**config.mk**
```make
export PLATFORM = sky130hd
export DESIGN_NAME = vram_arbiter_flat
export DESIGN_NICKNAME = d
export VERILOG_FILES = /design/src/rtl/vram_arbiter_pkg.sv /design/src/rtl/vram_arbiter_if.sv /design/src/rtl/vram_arbiter.sv /design/src/flat_wrapper.sv
export SDC_FILE = /design/constraint.sdc
export NUM_CORES = 1
export LEC_CHECK = 0
export CAP_MARGIN = 0
export CORE_ASPECT_RATIO = 1.25
export CORE_MARGIN = 3
export CORE_UTILIZATION = 46
export DETAILED_ROUTE_END_ITERATION = 10
export PLACE_DENSITY = 0.95
export SKIP_CTS_REPAIR_TIMING = 1
export SYNTH_ARGS = -nofsm -noshare
export SYNTH_HDL_FRONTEND = slang
export SYNTH_SLANG_ARGS = --single-unit
```
**constraint.sdc**
```tcl
create_clock -name clk -period 5.17 [get_ports clk]
set_input_delay 0.7755 -clock clk [delete_from_list [all_inputs] [get_ports clk]]
set_output_delay 0.7755 -clock clk [all_outputs]
set_load 0.01 [all_outputs]
```
**src/rtl/vram_arbiter_pkg.sv**
```systemverilog
`default_nettype none
// ============================================================================
//  Module   : vram_pkg
//  Purpose  : Shared types and constants for the video-memory arbiter slice.
//  Revision : 1.0 - initial release
// ============================================================================
package vram_pkg;

    localparam int VRAM_ADDR_W = 16;
    localparam int VRAM_DATA_W = 8;

    // Arbiter sequencing: pick a requester, run the SRAM cycle, report done.
    typedef enum logic [1:0] {
        IDLE     = 2'd0,
        ACCESS   = 2'd1,
        COMPLETE = 2'd2
    } state_t;

    // Which requester owns the SRAM for the transfer in flight.
    typedef enum logic {
        GNT_VIDEO = 1'b0,
        GNT_CPU   = 1'b1
    } grant_t;

endpackage
`default_nettype wire

```
**src/rtl/vram_arbiter_if.sv**
```systemverilog
`default_nettype none
// ============================================================================
//  Module   : vram_arbiter_if
//  Purpose  : Bundles the video port, CPU port and SRAM pins of the arbiter.
//             slave  = arbiter view, master = requesters + SRAM view.
//  Revision : 1.0 - initial release
// ============================================================================
interface vram_arbiter_if
    import vram_pkg::*;
#(
    parameter int ADDR_W = VRAM_ADDR_W,
    parameter int DATA_W = VRAM_DATA_W
) ();

    // Video (CRT controller) read port
    logic [ADDR_W-1:0] VAD;
    logic              vram_cs;
    logic [DATA_W-1:0] VDI;
    logic              vram_complete;

    // CPU bus port
    logic [ADDR_W-1:0] cpu_addr;
    logic [DATA_W-1:0] cpu_di;
    logic [DATA_W-1:0] cpu_do;
    logic              cpu_rw;
    logic              cpu_cs;
    logic              cpu_ready;

    // External single-port SRAM
    logic [ADDR_W-1:0] sram_addr;
    logic [DATA_W-1:0] sram_dout;
    logic [DATA_W-1:0] sram_din;
    logic              sram_oe_n;
    logic              sram_we_n;

    modport slave (
        input  VAD, vram_cs, cpu_addr, cpu_di, cpu_rw, cpu_cs, sram_din,
        output VDI, vram_complete, cpu_do, cpu_ready,
               sram_addr, sram_dout, sram_oe_n, sram_we_n
    );

    modport master (
        output VAD, vram_cs, cpu_addr, cpu_di, cpu_rw, cpu_cs, sram_din,
        input  VDI, vram_complete, cpu_do, cpu_ready,
               sram_addr, sram_dout, sram_oe_n, sram_we_n
    );

endinterface
`default_nettype wire

```
**src/rtl/vram_arbiter.sv**
```systemverilog
`default_nettype none
// ============================================================================
//  Module   : vram_arbiter
//  Purpose  : Shares one 8-bit SRAM between video fetches (priority) and the
//             CPU bus, alternating on contention so neither side starves.
//  Revision : 1.0 - initial release
// ============================================================================
module vram_arbiter
    import vram_pkg::*;
#(
    parameter int ADDR_W      = VRAM_ADDR_W,
    parameter int DATA_W      = VRAM_DATA_W,
    parameter int WAIT_CYCLES = 2
) (
    input  wire           clk,
    input  wire           rst,
    vram_arbiter_if.slave bus
);

    localparam logic [3:0] c_WAIT = 4'(WAIT_CYCLES);

    // Out-of-range access length cannot be represented by the 4-bit counter.
    generate
        if (WAIT_CYCLES < 1 || WAIT_CYCLES > 15) begin : g_bad_wait_cycles
            $error("vram_arbiter: WAIT_CYCLES=%0d outside 1..15", WAIT_CYCLES);
        end
    endgenerate

    state_t            r_state;
    state_t            w_next_state;
    grant_t            r_grant;
    grant_t            r_last_grant;
    logic              r_is_write;
    logic [3:0]        r_cnt;
    logic              r_vid_armed;
    logic              r_cpu_armed;
    logic [ADDR_W-1:0] r_sram_addr;
    logic [DATA_W-1:0] r_sram_dout;
    logic [DATA_W-1:0] r_vdi;
    logic [DATA_W-1:0] r_cpu_do;

    logic w_vid_pend;
    logic w_cpu_pend;
    logic w_pick_cpu;
    logic w_grant;
    logic w_last_access;
    logic w_oe_n;
    logic w_we_n;
    logic w_vid_done;
    logic w_cpu_done;

    // A held-high cs is only a new request once it has been seen low again.
    assign w_vid_pend    = bus.vram_cs & r_vid_armed;
    assign w_cpu_pend    = bus.cpu_cs  & r_cpu_armed;
    // Video wins unless it was served last and the CPU is also waiting.
    assign w_pick_cpu    = w_cpu_pend & (~w_vid_pend | (r_last_grant == GNT_VIDEO));
    assign w_grant       = (r_state == IDLE) & (w_vid_pend | w_cpu_pend);
    assign w_last_access = (r_state == ACCESS) & (r_cnt == 4'd1);

    // State register.
    always_ff @(posedge clk) begin
        if (rst) r_state <= IDLE;
        else     r_state <= w_next_state;
    end

    // Next-state decode.
    always_comb begin
        w_next_state = r_state;
        case (r_state)
            IDLE:     if (w_grant) w_next_state = ACCESS;
            ACCESS:   if (r_cnt == 4'd1) w_next_state = COMPLETE;
            COMPLETE: w_next_state = IDLE;
            default:  w_next_state = IDLE;
        endcase
    end

    // Output decode: strobes during ACCESS, single completion pulse in COMPLETE.
    always_comb begin
        w_oe_n     = 1'b1;
        w_we_n     = 1'b1;
        w_vid_done = 1'b0;
        w_cpu_done = 1'b0;
        case (r_state)
            ACCESS: begin
                if (r_is_write) w_we_n = 1'b0;
                else            w_oe_n = 1'b0;
            end
            COMPLETE: begin
                if (r_grant == GNT_VIDEO) w_vid_done = 1'b1;
                else                      w_cpu_done = 1'b1;
            end
            default: ;
        endcase
    end

    // Transfer datapath: latch request at grant, count access, capture read data.
    always_ff @(posedge clk) begin
        if (rst) begin
            r_grant      <= GNT_VIDEO;
            r_last_grant <= GNT_CPU;
            r_is_write   <= 1'b0;
            r_cnt        <= 4'd0;
            r_sram_addr  <= '0;
            r_sram_dout  <= '0;
            r_vdi        <= '0;
            r_cpu_do     <= '0;
        end else begin
            if (w_grant) begin
                r_grant     <= w_pick_cpu ? GNT_CPU : GNT_VIDEO;
                r_sram_addr <= w_pick_cpu ? bus.cpu_addr : bus.VAD;
                r_is_write  <= w_pick_cpu & ~bus.cpu_rw;
                if (w_pick_cpu && !bus.cpu_rw) r_sram_dout <= bus.cpu_di;
                r_cnt       <= c_WAIT;
            end
            if (r_state == ACCESS) r_cnt <= r_cnt - 4'd1;
            // Data lands at the edge into COMPLETE, so it is valid with the pulse.
            if (w_last_access && !r_is_write) begin
                if (r_grant == GNT_VIDEO) r_vdi    <= bus.sram_din;
                else                      r_cpu_do <= bus.sram_din;
            end
            if (r_state == COMPLETE) r_last_grant <= r_grant;
        end
    end

    // Video arming: re-arm whenever cs is low, disarm on its completion.
    always_ff @(posedge clk) begin
        if (rst)               r_vid_armed <= 1'b1;
        else if (!bus.vram_cs) r_vid_armed <= 1'b1;
        else if (w_vid_done)   r_vid_armed <= 1'b0;
    end

    // CPU arming: same rule as the video port.
    always_ff @(posedge clk) begin
        if (rst)              r_cpu_armed <= 1'b1;
        else if (!bus.cpu_cs) r_cpu_armed <= 1'b1;
        else if (w_cpu_done)  r_cpu_armed <= 1'b0;
    end

    assign bus.VDI           = r_vdi;
    assign bus.cpu_do        = r_cpu_do;
    assign bus.vram_complete = w_vid_done;
    assign bus.cpu_ready     = w_cpu_done;
    assign bus.sram_addr     = r_sram_addr;
    assign bus.sram_dout     = r_sram_dout;
    assign bus.sram_oe_n     = w_oe_n;
    assign bus.sram_we_n     = w_we_n;

endmodule
`default_nettype wire
```
**src/flat_wrapper.sv**
```systemverilog
// flat-port wrapper written by rule: the top's interface ports become plain ports
module vram_arbiter_flat import vram_pkg::*;
#(
    parameter int ADDR_W      = VRAM_ADDR_W,
    parameter int DATA_W      = VRAM_DATA_W,
    parameter int WAIT_CYCLES = 2
)
  (clk, rst, bus_VAD, bus_vram_cs, bus_cpu_addr, bus_cpu_di, bus_cpu_rw, bus_cpu_cs, bus_sram_din, bus_VDI, bus_vram_complete, bus_cpu_do, bus_cpu_ready, bus_sram_addr, bus_sram_dout, bus_sram_oe_n, bus_sram_we_n);
  vram_arbiter_if #(.ADDR_W(ADDR_W), .DATA_W(DATA_W)) bus_i ();
  input  wire clk;
  input  wire rst;
  input wire logic [$bits(bus_i.VAD)-1:0] bus_VAD;
  input wire logic [$bits(bus_i.vram_cs)-1:0] bus_vram_cs;
  input wire logic [$bits(bus_i.cpu_addr)-1:0] bus_cpu_addr;
  input wire logic [$bits(bus_i.cpu_di)-1:0] bus_cpu_di;
  input wire logic [$bits(bus_i.cpu_rw)-1:0] bus_cpu_rw;
  input wire logic [$bits(bus_i.cpu_cs)-1:0] bus_cpu_cs;
  input wire logic [$bits(bus_i.sram_din)-1:0] bus_sram_din;
  output wire logic [$bits(bus_i.VDI)-1:0] bus_VDI;
  output wire logic [$bits(bus_i.vram_complete)-1:0] bus_vram_complete;
  output wire logic [$bits(bus_i.cpu_do)-1:0] bus_cpu_do;
  output wire logic [$bits(bus_i.cpu_ready)-1:0] bus_cpu_ready;
  output wire logic [$bits(bus_i.sram_addr)-1:0] bus_sram_addr;
  output wire logic [$bits(bus_i.sram_dout)-1:0] bus_sram_dout;
  output wire logic [$bits(bus_i.sram_oe_n)-1:0] bus_sram_oe_n;
  output wire logic [$bits(bus_i.sram_we_n)-1:0] bus_sram_we_n;
  assign bus_i.VAD = bus_VAD;
  assign bus_i.vram_cs = bus_vram_cs;
  assign bus_i.cpu_addr = bus_cpu_addr;
  assign bus_i.cpu_di = bus_cpu_di;
  assign bus_i.cpu_rw = bus_cpu_rw;
  assign bus_i.cpu_cs = bus_cpu_cs;
  assign bus_i.sram_din = bus_sram_din;
  assign bus_VDI = bus_i.VDI;
  assign bus_vram_complete = bus_i.vram_complete;
  assign bus_cpu_do = bus_i.cpu_do;
  assign bus_cpu_ready = bus_i.cpu_ready;
  assign bus_sram_addr = bus_i.sram_addr;
  assign bus_sram_dout = bus_i.sram_dout;
  assign bus_sram_oe_n = bus_i.sram_oe_n;
  assign bus_sram_we_n = bus_i.sram_we_n;
  vram_arbiter #(.ADDR_W(ADDR_W), .DATA_W(DATA_W), .WAIT_CYCLES(WAIT_CYCLES)) u_core (.clk(clk), .rst(rst), .bus(bus_i));
endmodule
```
==> results by group <==
Setup path
  • CP cell instances: clkdlybuf4s50_1 > nand2_1 > nor4_4 > mux2i_1
  • Worst setup EP type: register
  • Endpoint of the worst register-to-register path: u_core.bus.sram_dout[6]
  • RR Startpoint: u_core.r_cpu_armed
  • CP top delay family: simple AND/OR/NAND/NOR gates
  • CP arrival: between 3 and 4 ns
  • CP Launch Point: bus_cpu_cs
  • Largest stage delay, worst path: ~0.90 ns
  • Critical Path RT: roughly 5.4 ns
  • R2R cell count: 3
  • CP Max Fanout: 20
  • Worst setup SP type: input pin
  • CP Depth: 4
  • Critical path's slowest cell: clkdlybuf4s50_1
  • WP buf/inv: 1
  • R2r setup slk: ~2.8 ns
  • Setup CP Type: input pin to register

Routing
  • Pre-Repair DR Iteration Count: 4
  • Wirelength per Cell: between 15 and 20 microns
  • DRT iter0 DRCs: 149
  • DRC viols: 0
  • Final Routed Wirelength: 6260 microns
  • Remaining antenna violation count: 0
  • Vias/cell: about 5.6
  • Vias: ~2200

Timing
  • Worst Clk Skew: 0.0110 ns
  • Endpoints failing hold: 0
  • Slew Limit Fails: 0
  • Unrepaired setup endpoints after global routing: false
  • Fin crit share: 58.7%
  • Fmax achieved: 330 MHz
  • Tmin final: 3.03 ns
  • Final setup viols: 0
  • Setup TNS: 0 ns
  • Hold slack final: about 0.48 ns
  • Worst-Margin Slew: 1.16 ns
  • Slew HR: roughly 23%

Place
  • Placed instance area: around 3300 sq um
  • Post-DP HPWL: around 4500 microns
  • RePlAce Congestion: 0.790
  • IO Port Bufs: 96
  • Placed insts: approximately 390

Job
  • Max-Cap Viols: 0

Finish
  • Fillcell total: between 300 and 400
  • Non-Filler Instances: just under 400
  • Sequential cell area: between 1000 and 1500 sq um
  • Fin area: roughly 3400 sq um
  • Multi-input gate area: ~1200 sq um
  • Fraction of layout cells with a size suffix above 1: under 10%
  • ANT cells: 0
  • Area growth syn-to-layout: 44.9%
  • Nets: between 300 and 400

Synth
  • Synth warn: 0
  • Area share of the largest cell type after synthesis: between 40% and 50%
  • Post-synth ARST share: 0%
  • Avg Inst Size Synth: about 9.4 sq um
  • Post-synthesis cell count: approximately 250
  • Unique masters post-synth: 34
  • Main area contributors after synthesis: dfxtp_1 (43%), nand2b_1 (11%), mux2i_1 (10%)
  • Synth Cell Area: ~2400 sq um
  • Leading area contributor after synthesis: dfxtp_1
  • Most used DFF post-synth: dfxtp_1
  • Synth Register Bits: between 50 and 60
  • Post-synth net total: 307
  • EDFF count, synth: 0
  • Register area share after synthesis: between 40% and 50%

Die
  • Row count: 28
  • Io pins: 97
  • Core ar.: 4830 sq um
  • Die X-Extent: 70.1 microns
  • Die area: 6030 sq um
  • Initial Util: ~50%
  • Die height: about 86 microns

Clock tree
  • CTS root buf: clkbuf_8
  • Cts bufs inserted: 5
  • Clock slew at reported path FFs: approximately 0.090 ns
  • CTS max path bufs: 2
  • CTS H-Tree Depth: 2
  • Total clock sinks: 51
  • TritonCTS clock tree: done
  • Worst skew pair latency: roughly 0.31 ns

Pwr
  • Pwr/cell area: about 270 nW/um^2
  • Peak supply drop: between 0.15 and 0.2 mV
  • Leakage power total: 1.23 nW

GRT
  • Vias in the first global route: around 2200
  • Largest net degree at the start of global routing: between 60 and 70
  • Initial antenna violation count: 0
  • First-pass GRT wire length: about 10000 microns
  • Remaining Overflow, GRT: 0
  • GRT Overall Usage: a little over a fifth

Hold path
  • HP Start: u_core.bus.VDI[0]
  • Hold Crit Class: register to register
  • Worst Hold Path EP: u_core.bus.VDI[0]
  • Hold depth: 2

Outcome
  • Status: finished, final reports clean
-- Yosys cell counts (all sizes together), types with 3 or more instances --
cell    count
a21oi      21
a311oi     16
dfxtp      51
nand4      16
nand2b     43
nand3b      4
clkbuf     13
or3         3
o21ai      19
inv         3
nand2       5
mux2i      24
buf         8
nor2        4
-- cell families after synthesis --
| group | Yosys count | share of synthesized area (%) |
|---|---|---|
| simple gates | 87 | 24.0 |
| xor+xnor | 1 | 0.371 |
| compound gates | 63 | 16.7 |
| mux | 24 | 10.2 |
| buf+inv | 24 | 4.45 |
| fa+ha+maj | 2 | 1.06 |
| flops | 51 | 43.3 |
-- worst max-delay path by stage --
stage / slack, ns / to
6_report: 2.14 / u_core.bus.sram_dout[6]
5_1_grt: 1.94 / u_core.bus.sram_dout[7]
4_1_cts: 2.13 / u_core.bus.sram_dout[6]
3_5_place_dp: 1.81 / u_core.bus.sram_dout[6]
3_3_place_gp: 1.95 / u_core.bus.sram_dout[0]
2_1_floorplan: 3.28 / u_core.bus.sram_dout[0]
-- cells in the final DEF (no fill, tap or decap), types with 2 or more instances in the layout --
cell	instances
clkbuf_8	6
nor4_4	2
nand3b_1	4
o21ai_0	19
dfxtp_1	51
or3_1	2
o211ai_1	2
mux2i_1	24
inv_1	3
a22oi_1	2
ha_1	2
nand4_1	16
nand2_1	5
clkdlybuf4s50_1	95
a311oi_1	16
nor3_1	2
nor2_1	3
a21oi_1	21
nand2b_1	43
nand3_1	2
-- power breakdown --
part	internal (mW)	leakage (nW)	switching (mW)	total (mW)
Sequential	0.416	0.417	0.0168	0.433
Combinational	0.104	0.749	0.0847	0.189
Clock	0.159	0.0618	0.132	0.291
Total	0.680	1.23	0.233	0.913
-- per-layer routing --
metal | GRT usage (%) | share of wire [%]
met1 | 25.8 | 41
met2 | 36.3 | 48
met3 | 6.33 | 8.8
met4 | 5.57 | 1.5
met5 | 0 | 0
-- layout make-up --
cell class / instances / share of cell area [%]
multi-input cells: 177 / 36.1
flip-flops and latches: 51 / 29.9
repair buffers: 96 / 28.0
clock buffers: 6 / 2.42
well taps: 60 / 2.20
clock inverters: 2 / 1.13
inverters: 3 / 0.329
-- worst min-delay path: cells and delay by family (launching register included) --
family,cells,cell delay [ns]
DFF,1,0.32
and+or+nand+nor,1,0.06
muxes,1,0.06
-- state kept, by name, indices dropped and copies added, names as in the netlist --
signal and flops:
u_core.bus.VDI 8, u_core.bus.sram_addr 16, u_core.r_grant 1, u_core.r_vid_armed 1, u_core.r_last_grant 1, u_core.r_state 2, u_core.r_is_write 1, u_core.r_cpu_armed 1
u_core.bus.cpu_do 8, u_core.bus.sram_dout 8, u_core.r_cnt 4
-- metrics by stage --
stage | total power, mW | setup slack [ns] | utilization [%]
finish | 0.913 | 2.14 | 70.7
global route | 0.954 | 1.94 | 70.7
CTS | 0.919 | 2.13 | 70.7
detailed placement | 0.630 | 1.81 | 68.2
global placement | 0.624 | 1.95 | 68.2
floorplan | 0.534 | 3.28 | -
(Power assumes the default switching activity.)
